<file path="config.mk">
export PLATFORM = sky130hd
export DESIGN_NAME = hazard_unit
export DESIGN_NICKNAME = d
export VERILOG_FILES = /design/src/rtl/hazard_unit.sv
export SDC_FILE = /design/constraint.sdc
export NUM_CORES = 1
export LEC_CHECK = 0
export ABC_AREA = 1
export ABC_CLOCK_PERIOD_IN_PS = 2900
export BUFFER_PORTS_ARGS = -buffer_cell sky130_fd_sc_hd__buf_2
export CAP_MARGIN = 0
export CELL_PAD_IN_SITES_DETAIL_PLACEMENT = 1
export CELL_PAD_IN_SITES_GLOBAL_PLACEMENT = 1
export CORE_UTILIZATION = 35
export CTS_CLUSTER_DIAMETER = 120
export DETAILED_ROUTE_END_ITERATION = 8
export PLACE_DENSITY_LB_ADDON = 0.1
export SYNTH_ARGS = -nofsm -noshare
export SYNTH_HDL_FRONTEND = slang
export SYNTH_SLANG_ARGS = --single-unit
</file>
<file path="constraint.sdc">
create_clock -name clk -period 2.9 [get_ports clk]
set_input_delay 0.145 -clock clk [delete_from_list [all_inputs] [get_ports clk]]
set_output_delay 0.145 -clock clk [all_outputs]
set_load 0.005 [all_outputs]
</file>
<file path="src/rtl/hazard_unit.sv">
// Hazard controller for the five-stage MIPS core: D-stage stall and forwarding selects from shadow E/M/W writer records.
// Build option HAZARD_FWD_EN enables forwarding with Tuse/Tnew stalling; without it the unit is a plain interlock.
module hazard_unit #(
  parameter int CNT_W = 32
) (
  input  logic             clk,
  input  logic             rst_n,
  input  logic [31:0]      instr_D,
  output logic             stall,
  output logic [1:0]       fwd_rs_D,
  output logic [1:0]       fwd_rt_D,
  output logic [1:0]       fwd_rs_E,
  output logic [1:0]       fwd_rt_E,
  output logic             fwd_rt_M,
  output logic [CNT_W-1:0] stall_cnt
);

  localparam logic [5:0] OP_SPECIAL = 6'h00;
  localparam logic [5:0] OP_JAL     = 6'h03;
  localparam logic [5:0] OP_BEQ     = 6'h04;
  localparam logic [5:0] OP_ORI     = 6'h0d;
  localparam logic [5:0] OP_LUI     = 6'h0f;
  localparam logic [5:0] OP_LW      = 6'h23;
  localparam logic [5:0] OP_SW      = 6'h2b;
  localparam logic [5:0] FN_JALR    = 6'h09;
  localparam logic [5:0] FN_ADDU    = 6'h21;
  localparam logic [5:0] FN_SUBU    = 6'h23;
  localparam logic [1:0] TUSE_NONE  = 2'd3;

  typedef struct packed {
    logic [4:0] rs;
    logic [4:0] rt;
    logic [4:0] a3;
    logic [1:0] tnew;
  } rec_t;

  // W sources are never inspected, only its destination and age
  typedef struct packed {
    logic [4:0] a3;
    logic [1:0] tnew;
  } wrec_t;

  rec_t             dec_d, e_q, e_d, m_q, m_d;
  wrec_t            w_q, w_d;
  logic [1:0]       tuse_rs, tuse_rt;
  logic [CNT_W-1:0] cnt_q, cnt_d;
  logic             unused_bits;

  function automatic logic writes(input logic [4:0] a3, input logic [4:0] r);
    return (a3 == r) && (r != 5'd0);
  endfunction

  function automatic logic [1:0] tnew_dec(input logic [1:0] t);
    return (t == 2'd0) ? 2'd0 : t - 2'd1;
  endfunction

  always_comb begin : decode
    dec_d   = '{rs: instr_D[25:21], rt: instr_D[20:16], a3: 5'd0, tnew: 2'd0};
    tuse_rs = TUSE_NONE;
    tuse_rt = TUSE_NONE;
    case (instr_D[31:26])
      OP_SPECIAL: begin
        case (instr_D[5:0])
          FN_ADDU, FN_SUBU: begin
            tuse_rs    = 2'd1;
            tuse_rt    = 2'd1;
            dec_d.a3   = instr_D[15:11];
            dec_d.tnew = 2'd1;
          end
          FN_JALR: begin
            tuse_rs    = 2'd0;
            dec_d.a3   = instr_D[15:11];
          end
          default: ;
        endcase
      end
      OP_ORI: begin
        tuse_rs    = 2'd1;
        dec_d.a3   = instr_D[20:16];
        dec_d.tnew = 2'd1;
      end
      OP_LUI: begin
        dec_d.a3   = instr_D[20:16];
        dec_d.tnew = 2'd1;
      end
      OP_LW: begin
        tuse_rs    = 2'd1;
        dec_d.a3   = instr_D[20:16];
        dec_d.tnew = 2'd2;
      end
      OP_SW: begin
        tuse_rs = 2'd1;
        tuse_rt = 2'd2;
      end
      OP_BEQ: begin
        tuse_rs = 2'd0;
        tuse_rt = 2'd0;
      end
      OP_JAL:  dec_d.a3 = 5'd31;
      default: ;
    endcase
  end

`ifdef HAZARD_FWD_EN
  function automatic logic [1:0] sel_d(input rec_t e, input rec_t m, input wrec_t w,
                                       input logic [4:0] r);
    if (writes(e.a3, r) && e.tnew == 2'd0)      return 2'b11;
    else if (writes(m.a3, r) && m.tnew == 2'd0) return 2'b01;
    else if (writes(w.a3, r) && w.tnew == 2'd0) return 2'b10;
    else                                        return 2'b00;
  endfunction

  function automatic logic [1:0] sel_e(input rec_t m, input wrec_t w, input logic [4:0] r);
    if (writes(m.a3, r) && m.tnew == 2'd0)      return 2'b01;
    else if (writes(w.a3, r) && w.tnew == 2'd0) return 2'b10;
    else                                        return 2'b00;
  endfunction
`endif

  always_comb begin : hazard
    stall    = 1'b0;
    fwd_rs_D = 2'b00;
    fwd_rt_D = 2'b00;
    fwd_rs_E = 2'b00;
    fwd_rt_E = 2'b00;
    fwd_rt_M = 1'b0;
`ifdef HAZARD_FWD_EN
    // W never stalls: a value there is already forwardable or written through
    stall = ((tuse_rs != TUSE_NONE) &&
             ((writes(e_q.a3, dec_d.rs) && e_q.tnew > tuse_rs) ||
              (writes(m_q.a3, dec_d.rs) && m_q.tnew > tuse_rs))) ||
            ((tuse_rt != TUSE_NONE) &&
             ((writes(e_q.a3, dec_d.rt) && e_q.tnew > tuse_rt) ||
              (writes(m_q.a3, dec_d.rt) && m_q.tnew > tuse_rt)));
    fwd_rs_D = sel_d(e_q, m_q, w_q, dec_d.rs);
    fwd_rt_D = sel_d(e_q, m_q, w_q, dec_d.rt);
    fwd_rs_E = sel_e(m_q, w_q, e_q.rs);
    fwd_rt_E = sel_e(m_q, w_q, e_q.rt);
    fwd_rt_M = writes(w_q.a3, m_q.rt);
`else
    stall = ((tuse_rs != TUSE_NONE) &&
             (writes(e_q.a3, dec_d.rs) || writes(m_q.a3, dec_d.rs) ||
              writes(w_q.a3, dec_d.rs))) ||
            ((tuse_rt != TUSE_NONE) &&
             (writes(e_q.a3, dec_d.rt) || writes(m_q.a3, dec_d.rt) ||
              writes(w_q.a3, dec_d.rt)));
`endif
  end

  always_comb begin : next_state
    e_d   = stall ? '0 : dec_d;
    m_d   = '{rs: e_q.rs, rt: e_q.rt, a3: e_q.a3, tnew: tnew_dec(e_q.tnew)};
    w_d   = '{a3: m_q.a3, tnew: tnew_dec(m_q.tnew)};
    cnt_d = (stall && !(&cnt_q)) ? cnt_q + {{(CNT_W-1){1'b0}}, 1'b1} : cnt_q;
  end

  always_ff @(posedge clk or negedge rst_n) begin
    if (!rst_n) begin
      e_q   <= '0;
      m_q   <= '0;
      w_q   <= '0;
      cnt_q <= '0;
    end else begin
      e_q   <= e_d;
      m_q   <= m_d;
      w_q   <= w_d;
      cnt_q <= cnt_d;
    end
  end

  assign stall_cnt   = cnt_q;
  assign unused_bits = ^{instr_D[10:6], e_q, m_q, w_q};

endmodule

</file>
# == Word-level counts from Yosys, hierarchy flattened ==
# Index checks and enable logic that the tools add are counted.
# word_totals
out_inout_bits,42
word_cells,55
register_bits,47
# classes
eq_ne,17
muxes,9
n_addsub,1
n_reduce_logical,24
# op_table
cell,n
$add 32x1->32 const B,1
$reduce_and 32->1,1
$eq 5x5->1,6
$eq 6x6->1 const B,4
$eq 6x4->1 const B,3
$pmux 2 s3,3
$pmux 5 s3,1
$reduce_bool 5->1,2
$logic_and 1x1->1,9
$reduce_or 3->1,3
$mux 7,1
$eq 6x2->1 const B,1
$eq 6x3->1 const B,1
$logic_not 6->1,1
$logic_or 1x1->1,5
$mux 5,1
$ne 2x2->1 const B,2
$pmux 2 s2,1
$reduce_or 2->1,2
$mux 2,1
$logic_not 1->1,1
$mux 1,1

# == Depth between registers and ports, before layout ==
# Gate-level depths: netlist of run 1.
# logic_depth
ltp_word,8
depth_mapped,14
depth_no_buf,14

# == Worst setup path after synthesis of run 1 ==
# No wires, ideal clock.
# synth_timing
path_kind,flip-flop to flip-flop
from,"register cnt_q[0], in the netlist stall_cnt[0]"
to,"register cnt_q[11], in the netlist stall_cnt[11]"
setup_slack_ns,1.222
required_time_ns,2.783
arrival_ns,1.561
stages_incl_launch_ff,10
n_path_buf,1
cell_sequence,dfrtp_1 ha_1 nand3_4 nor2_8 nand2_4 nor2_4 nand3_4 buf_2 nand3_1 nand2_1
# synth_between
elab_chain_cells,3
# synth_lines
element,line,source
"start, declared",46,"logic [CNT_W-1:0] cnt_q, cnt_d;"
"start signal, assigned",167,cnt_q <= cnt_d;
"parallel branches: the longest is 3 deep, another holds $add 32x1->32",-,
# Several ways; the timed one is not identified.
# A chain may end at the register's enable or synchronous reset.

# == Worst setup path in the final report of run 1 ==
# layout_timing
from,register m_q[2] (netlist bit)
to,"register cnt_q[12], in the netlist stall_cnt[12]"
# layout_between
elab_chain_cells,7
# layout_lines
element,line,source
"start, declared",43,"rec_t dec_d, e_q, e_d, m_q, m_d;"
"start signal, assigned",165,m_q <= m_d;
$eq 5x5->1,50,return (a3 == r) && (r != 5'd0);
$logic_and 1x1->1,50,
"$logic_or 1x1->1, on equally long branches (2 in series)","142, 145",
"$logic_and 1x1->1, on equally long branches","141, 144",
$logic_or 1x1->1 *,143,"writes(w_q.a3, dec_d.rs))) ||"
$logic_and 1x1->1 *,154,"cnt_d = (stall && !(&cnt_q)) ? cnt_q + {{(CNT_W-1){1'b0}}, 1'b1} : cnt_q;"
# Mark *: on every way between the ends. The rest lies on a longest branch, timed or not.

==> out/metrics.csv, run 1 <==
stage,metric,value,unit
timing,clock_skew,0.01873,ns
yosys,synth_edf_count,0,
yosys,ys_ff_latch,47,
layout,area.growth.synth_to_final,15.13,%
place,numPortBuffers,61,
cts,cts-resized-gates,0,
route,vias_per_cell,4.827,
grt,gr-usage-met2,0.4012,
die,rows,36,
cts,clockBufferDepth,2,
timing,worst-slew-pin-transition,0.7515,ns
pwr,p_seq_frac,0.506,
die,start_util,0.3588,
pwr,power_density,336.9,nW/um2
timing,setup_viol,0,
timing,tns,0,ns
worst_setup_path,crit_type,reg -> reg,
die,pin_count,76,
die,die_w,101.9,um
pwr,combPwrFrac,0.113,
cts,cts_root_buf,clkbuf_8,
pwr,leakagePower,0.002192,uW
route,ant_nets,0,
timing,period_share,0.7259,
worst_setup_path,start_kind,flip-flop,
cts,cts_tree,done,
pwr,switching_share,0.2729,
grt,grt_pass1_wl,16780,um
place,gp_congestion,0.8123,
grt,met1_usage,0.2408,
layout,drive_above_1_share,0.1834,
cts,cts.sinks,47,
grt,antenna_found_initial,0,
hold_path,hp-class,in -> reg,
cts,cts-buffers-inserted,5,
timing,fin_crit,2.105,ns
timing,fmax,475.0,MHz
timing,slew_violations,0,
grt,first_global_vias,3662,
route,first_pass_iters,4,
timing,slew-limit-headroom,0.4978,
die,die_h,101.9,um
yosys,synth-seq-area-share,0.3369,
worst_setup_path,endpoint_kind,flip-flop,
route,wl_per_cell,14.18,um
timing,finalWorstSetupSlack,0.7949,ns
worst_setup_path,crit_fanout,20,
route,drt-total-wl,10240,um
outcome,outcome,completed,
grt,busiest_layer,met2,
grt,gr-usage-met3,0.02804,
worst_setup_path,rrSetupSlack,0.79,ns
yosys,async_flop_share,1.000,
layout,n_antenna_cell,0,
route,drt_drc_violations_left,0,
grt,grt_overflow,0,
die,die_area,10380,um2
layout,fin_nets,623,
cts,htree_levels,2,
cts,cts_setup_buffers,0,
pwr,p_sw,369.5,uW
run,maxCapViolCount,0,
yosys,syn_area,3491,um2
pwr,power.share.clock,0.381,
cts,clkTransAtPathRegs,0.11,ns
yosys,synth_cell_type_count,31,
die,core,9729,um2
place,place_ws,0.8215,ns
timing,rsz0062_at_grt,no,
pwr,ir_worst_vdd,0.1946,mV
route,first_iter_violations,47,
grt,grt_max_degree,27,
route,num_vias,3485,
yosys,ys_warn_count,0,
timing,hold_slack,0.1924,ns
timing,report.final.hold_viol_count,0,
grt,track_usage,0.2084,
yosys,avgSynthCellArea,6.649,um2
cts,worstSkewPairLatency,0.31,ns
yosys,synthCells,525,
worst_setup_path,required,3.10,ns
place,hpwl,8081,um
pwr,p_int,984.4,uW
yosys,synth_flop_cell,dfrtp_1,
worst_setup_path,arrival,2.31,ns
-- metrics by stage --
| step | utilization | power, uW | instance area (um2) | instances |
|---|---|---|---|---|
| 2_1_floorplan | - | 782.1 | 3521 | 533 |
| 3_3_place_gp | 0.4002 | 845.8 | 3894 | 713 |
| 3_5_place_dp | 0.4002 | 853.4 | 3894 | 713 |
| 4_1_cts | 0.4131 | 1379 | 4019 | 722 |
| 5_1_grt | 0.4131 | 1424 | 4019 | 722 |
| 6_report | 0.4131 | 1354 | 4019 | 722 |
-- cell usage in the layout (no fill, tap or decap), types with 5 or more instances in the layout --
cell type,count
a21oi_1,5
xor2_1,16
nand3b_1,12
nand3_1,55
nor3_1,7
nand2_1,195
clkbuf_8,5
xnor2_1,12
dfrtp_1,47
conb_1,9
buf_2,61
nand4_1,12
nor2_1,61
inv_2,18
inv_1,44
-- power by group through the flow --
stage | Combinational [uW] | Clock, uW | Sequential, uW
2_1_floorplan | 86.7 | 0 | 695
3_3_place_gp | 148 | 0 | 698
3_5_place_dp | 155 | 0 | 699
4_1_cts | 156 | 537 | 686
5_1_grt | 175 | 561 | 688
6_report | 153 | 516 | 685
-- worst max-delay path, stage by stage (launching register included) --
cell and delay, ns:
dfrtp_1 0.43, xor2_1 0.17, nor2_1 0.20, nand3_1 0.11
nand3_1 0.14, nand3_1 0.08, nand2_1 0.56, nand2_1 0.15
nand2_1 0.10, nand2_1 0.05
-- path summary, 6_finish.rpt --
check	depth (start not counted)	endpoint	start
max reg2reg	9	stall_cnt[12]	m_q[2]
max in group asynchronous	3	stall_cnt[19]	rst_n
min	5	e_q[2]	instr_D[11]
max	9	stall_cnt[12]	m_q[2]
min reg2reg	0	w_q[3]	m_q[3]
min in group asynchronous	2	w_q[6]	rst_n
-- metal layers --
layer  wire length (um)  vias up
met1               4399     1668
met3                242       14
met2               5417       52
met4                176        0
li1                   -     1751
met5                  0        -
-- flip-flops by register name, indices dropped and copies added, names as in the netlist --
register / flops
w_q: 5
stall_cnt: 32
m_q: 5
e_q: 5
-- what timing repair did --
action | in CTS | in global routing
hold buffers | 1 | 0
endpoints found under the hold margin | 21 | 0
setup endpoints to repair | 0 | 0
-- cells by family (layout without fill, tap and decap cells) --
kind of cell,after synthesis,after routing,share of synthesized area
and+or+nand+nor,365,365,0.4817
buffers and inverters,77,133,0.09713
DFF,47,47,0.3369
xor gates and xnor gates,28,28,0.07025
AOI/OAI and AO/OA,6,6,0.009319
adders and majority gates,1,1,0.003584
other,1,9,0.001074
-- area by class of cell --
| cell class | instances | area [um2] |
|---|---|---|
| fill | 1345 | 5710 |
| multi-input combinational | 409 | 2006 |
| sequential | 47 | 1176 |
| timing repair buffer | 63 | 322.8 |
| inverter | 62 | 232.7 |
| tap | 133 | 166.4 |
| clock buffer | 5 | 68.82 |
| clock inverter | 3 | 46.29 |
-- cell usage after synthesis, types with 2 or more instances --
cell type | instances | share of area
nand2_1 | 195 | 0.21
nor2_1 | 61 | 0.066
nand3_1 | 55 | 0.079
dfrtp_1 | 47 | 0.34
inv_1 | 44 | 0.047
inv_2 | 18 | 0.019
xor2_1 | 16 | 0.040
nand3b_1 | 12 | 0.026
nand4_1 | 12 | 0.022
xnor2_1 | 12 | 0.030
buf_4 | 10 | 0.022
nor3_1 | 7 | 0.010
a21oi_1 | 5 | 0.0072
buf_2 | 4 | 0.0057
nor2_2 | 3 | 0.0054
nor3b_2 | 3 | 0.011
nand2_2 | 2 | 0.0036
nand2_4 | 2 | 0.0065
nand3_2 | 2 | 0.0057
nand3_4 | 2 | 0.010
nor2_4 | 2 | 0.0065
nor3_2 | 2 | 0.0057
Power figures use the tool's default switching activity.
==> inputs of run 2 (changes only) <==
--- a/config.mk
+++ b/config.mk
@@ -6,7 +6,7 @@
 export NUM_CORES = 1
 export LEC_CHECK = 0
 export ABC_AREA = 1
-export ABC_CLOCK_PERIOD_IN_PS = 2900
+export ABC_CLOCK_PERIOD_IN_PS = 2200
 export BUFFER_PORTS_ARGS = -buffer_cell sky130_fd_sc_hd__buf_2
 export CAP_MARGIN = 0
 export CELL_PAD_IN_SITES_DETAIL_PLACEMENT = 1
==> constraint.sdc (replaced) <==
create_clock -name clk -period 2.2 [get_ports clk]
set_input_delay 0.11 -clock clk [delete_from_list [all_inputs] [get_ports clk]]
set_output_delay 0.11 -clock clk [all_outputs]
set_load 0.005 [all_outputs]
==> out/metrics.csv, run 2 (synthesized netlist as in run 1, its figures left out) <==
stage,metric,value,unit
outcome,outcome,completed,
worst_setup_path,path_cells,inv_1 > nand2_1 > nand2_1 > nand2_1 > nor2_1 > nand2_1 > nand3_1 > nand2_1 > nand2_2 > buf_2,
cts,clockBufferDepth,2,
timing,slew_violations,0,
timing,fin_crit,1.966,ns
route,drt_drc_violations_left,0,
timing,fmax,508.8,MHz
worst_setup_path,crit_family,simple AND/OR/NAND/NOR gates,
worst_setup_path,crit_type,reg -> out,
cts,cts-buffers-inserted,5,
worst_setup_path,path_common_cell,nand2_1,
die,die_h,101.9,um
route,wl_per_cell,13.81,um
timing,rsz0062_at_grt,no,
worst_setup_path,slowest_stage,dfrtp_1,
die,core,9729,um2
grt,grt_max_degree,19,
layout,drive_above_1_share,0.1943,
layout,fin_nets,631,
worst_setup_path,endpoint_kind,primary output,
hold_path,hp-class,in -> reg,
grt,grt_pass1_wl,16650,um
cts,cts.sinks,47,
route,drt-total-wl,10080,um
timing,report.final.hold_viol_count,0,
pwr,totalPowerFinal,1796,uW
grt,antenna_found_initial,0,
layout,area.growth.synth_to_final,16.88,%
die,die_w,101.9,um
worst_setup_path,required,2.09,ns
layout,largest_reg_flops,32,
run,maxCapViolCount,0,
worst_setup_path,crit_fanout,16,
cts,cts_root_buf,clkbuf_8,
pwr,power_density,440.1,nW/um2
worst_setup_path,arrival,1.86,ns
pwr,ir_worst_vdd,0.2664,mV
pwr,leakagePower,0.002237,uW
layout,final_common_cell,nand2_1,
die,pin_count,76,
place,numPortBuffers,61,
route,first_iter_violations,77,
die,rows,36,
timing,period_share,0.8934,
cts,worstSkewPairLatency,0.31,ns
place,gp_congestion,0.8067,
die,start_util,0.3588,
route,num_vias,3485,
place,hpwl,8198,um
grt,track_usage,0.2056,
route,first_pass_iters,4,
route,vias_per_cell,4.774,
layout,n_antenna_cell,0,
cts,cts_tree,done,
worst_setup_path,slowest_delay,0.42,ns
cts,cts_setup_buffers,0,
place,place_ws,0.2222,ns
timing,setup_viol,0,
worst_setup_path,start_kind,flip-flop,
cts,clkTransAtPathRegs,0.10,ns
worst_setup_path,crit_buf_inv,2,
timing,tns,0,ns
timing,hold_slack,0.1572,ns
timing,finalWorstSetupSlack,0.2345,ns
cts,htree_levels,2,
die,die_area,10380,um2
grt,grt_overflow,0,
timing,clock_skew,0.005501,ns
route,ant_nets,0,
layout,utilization,0.4194,
layout,final_cell_mix,"nand2_1 (195), nor2_1 (61), buf_2 (61), nand3_1 (55), dfrtp_1 (47)",
grt,first_global_vias,3578,
-- run 2: layout make-up --
class | count | area [um2]
multi-input cells | 409 | 2006
flip-flops and latches | 47 | 1176
clock inverters | 3 | 47.55
inverters | 62 | 232.7
clock buffers | 5 | 68.82
fillers | 1332 | 5649
well taps | 133 | 166.4
repair buffers | 71 | 382.9
-- run 2: final timing paths --
| check | start | endpoint | slack [ns] | cells past startpoint |
|---|---|---|---|---|
| max in group asynchronous | rst_n | stall_cnt[24] | 1.36 | 3 |
| worst max register to register | stall_cnt[1] | stall_cnt[19] | 0.24 | 10 |
| worst min register to register | e_q[5] | m_q[5] | 0.44 | 0 |
| worst max-delay path | m_q[3] | stall | 0.23 | 10 |
| min in group asynchronous | rst_n | stall_cnt[3] | 0.24 | 2 |
| worst min-delay path | instr_D[12] | e_q[3] | 0.16 | 5 |
-- run 2: power breakdown --
| part | total [uW] | switching (uW) | internal, uW |
|---|---|---|---|
| registers | 895 | 14.9 | 880 |
| logic | 223 | 137 | 85.2 |
| clock network | 678 | 333 | 345 |
| total | 1800 | 485 | 1310 |
-- run 2: tightest hold or removal path, delay by kind of cell --
kind	cells	cell delay, ns
AND/OR/NAND/NOR	4	0.22
buffers and inverters	1	0.10
-- run 2: repair_timing --
| action | CTS | global route |
|---|---|---|
| hold endpoints to repair | 14 | 0 |
| gates resized for setup | 0 | 0 |
| hold buffers | 1 | 0 |
-- run 2: metrics by stage --
stage          instances  area, um2
6_report             730       4080
5_1_grt              730       4080
4_1_cts              730       4080
3_5_place_dp         721       3954
3_3_place_gp         721       3954
2_1_floorplan        533       3521
-- run 2: metal layers --
metal  up-vias  part of all wire  GRT usage
met1      1674              0.45     0.2454
met4         0             0.010    0.04176
li1       1764                 -          -
met3         8             0.019    0.02599
met2        39              0.52     0.3935
met5         -                 0          0
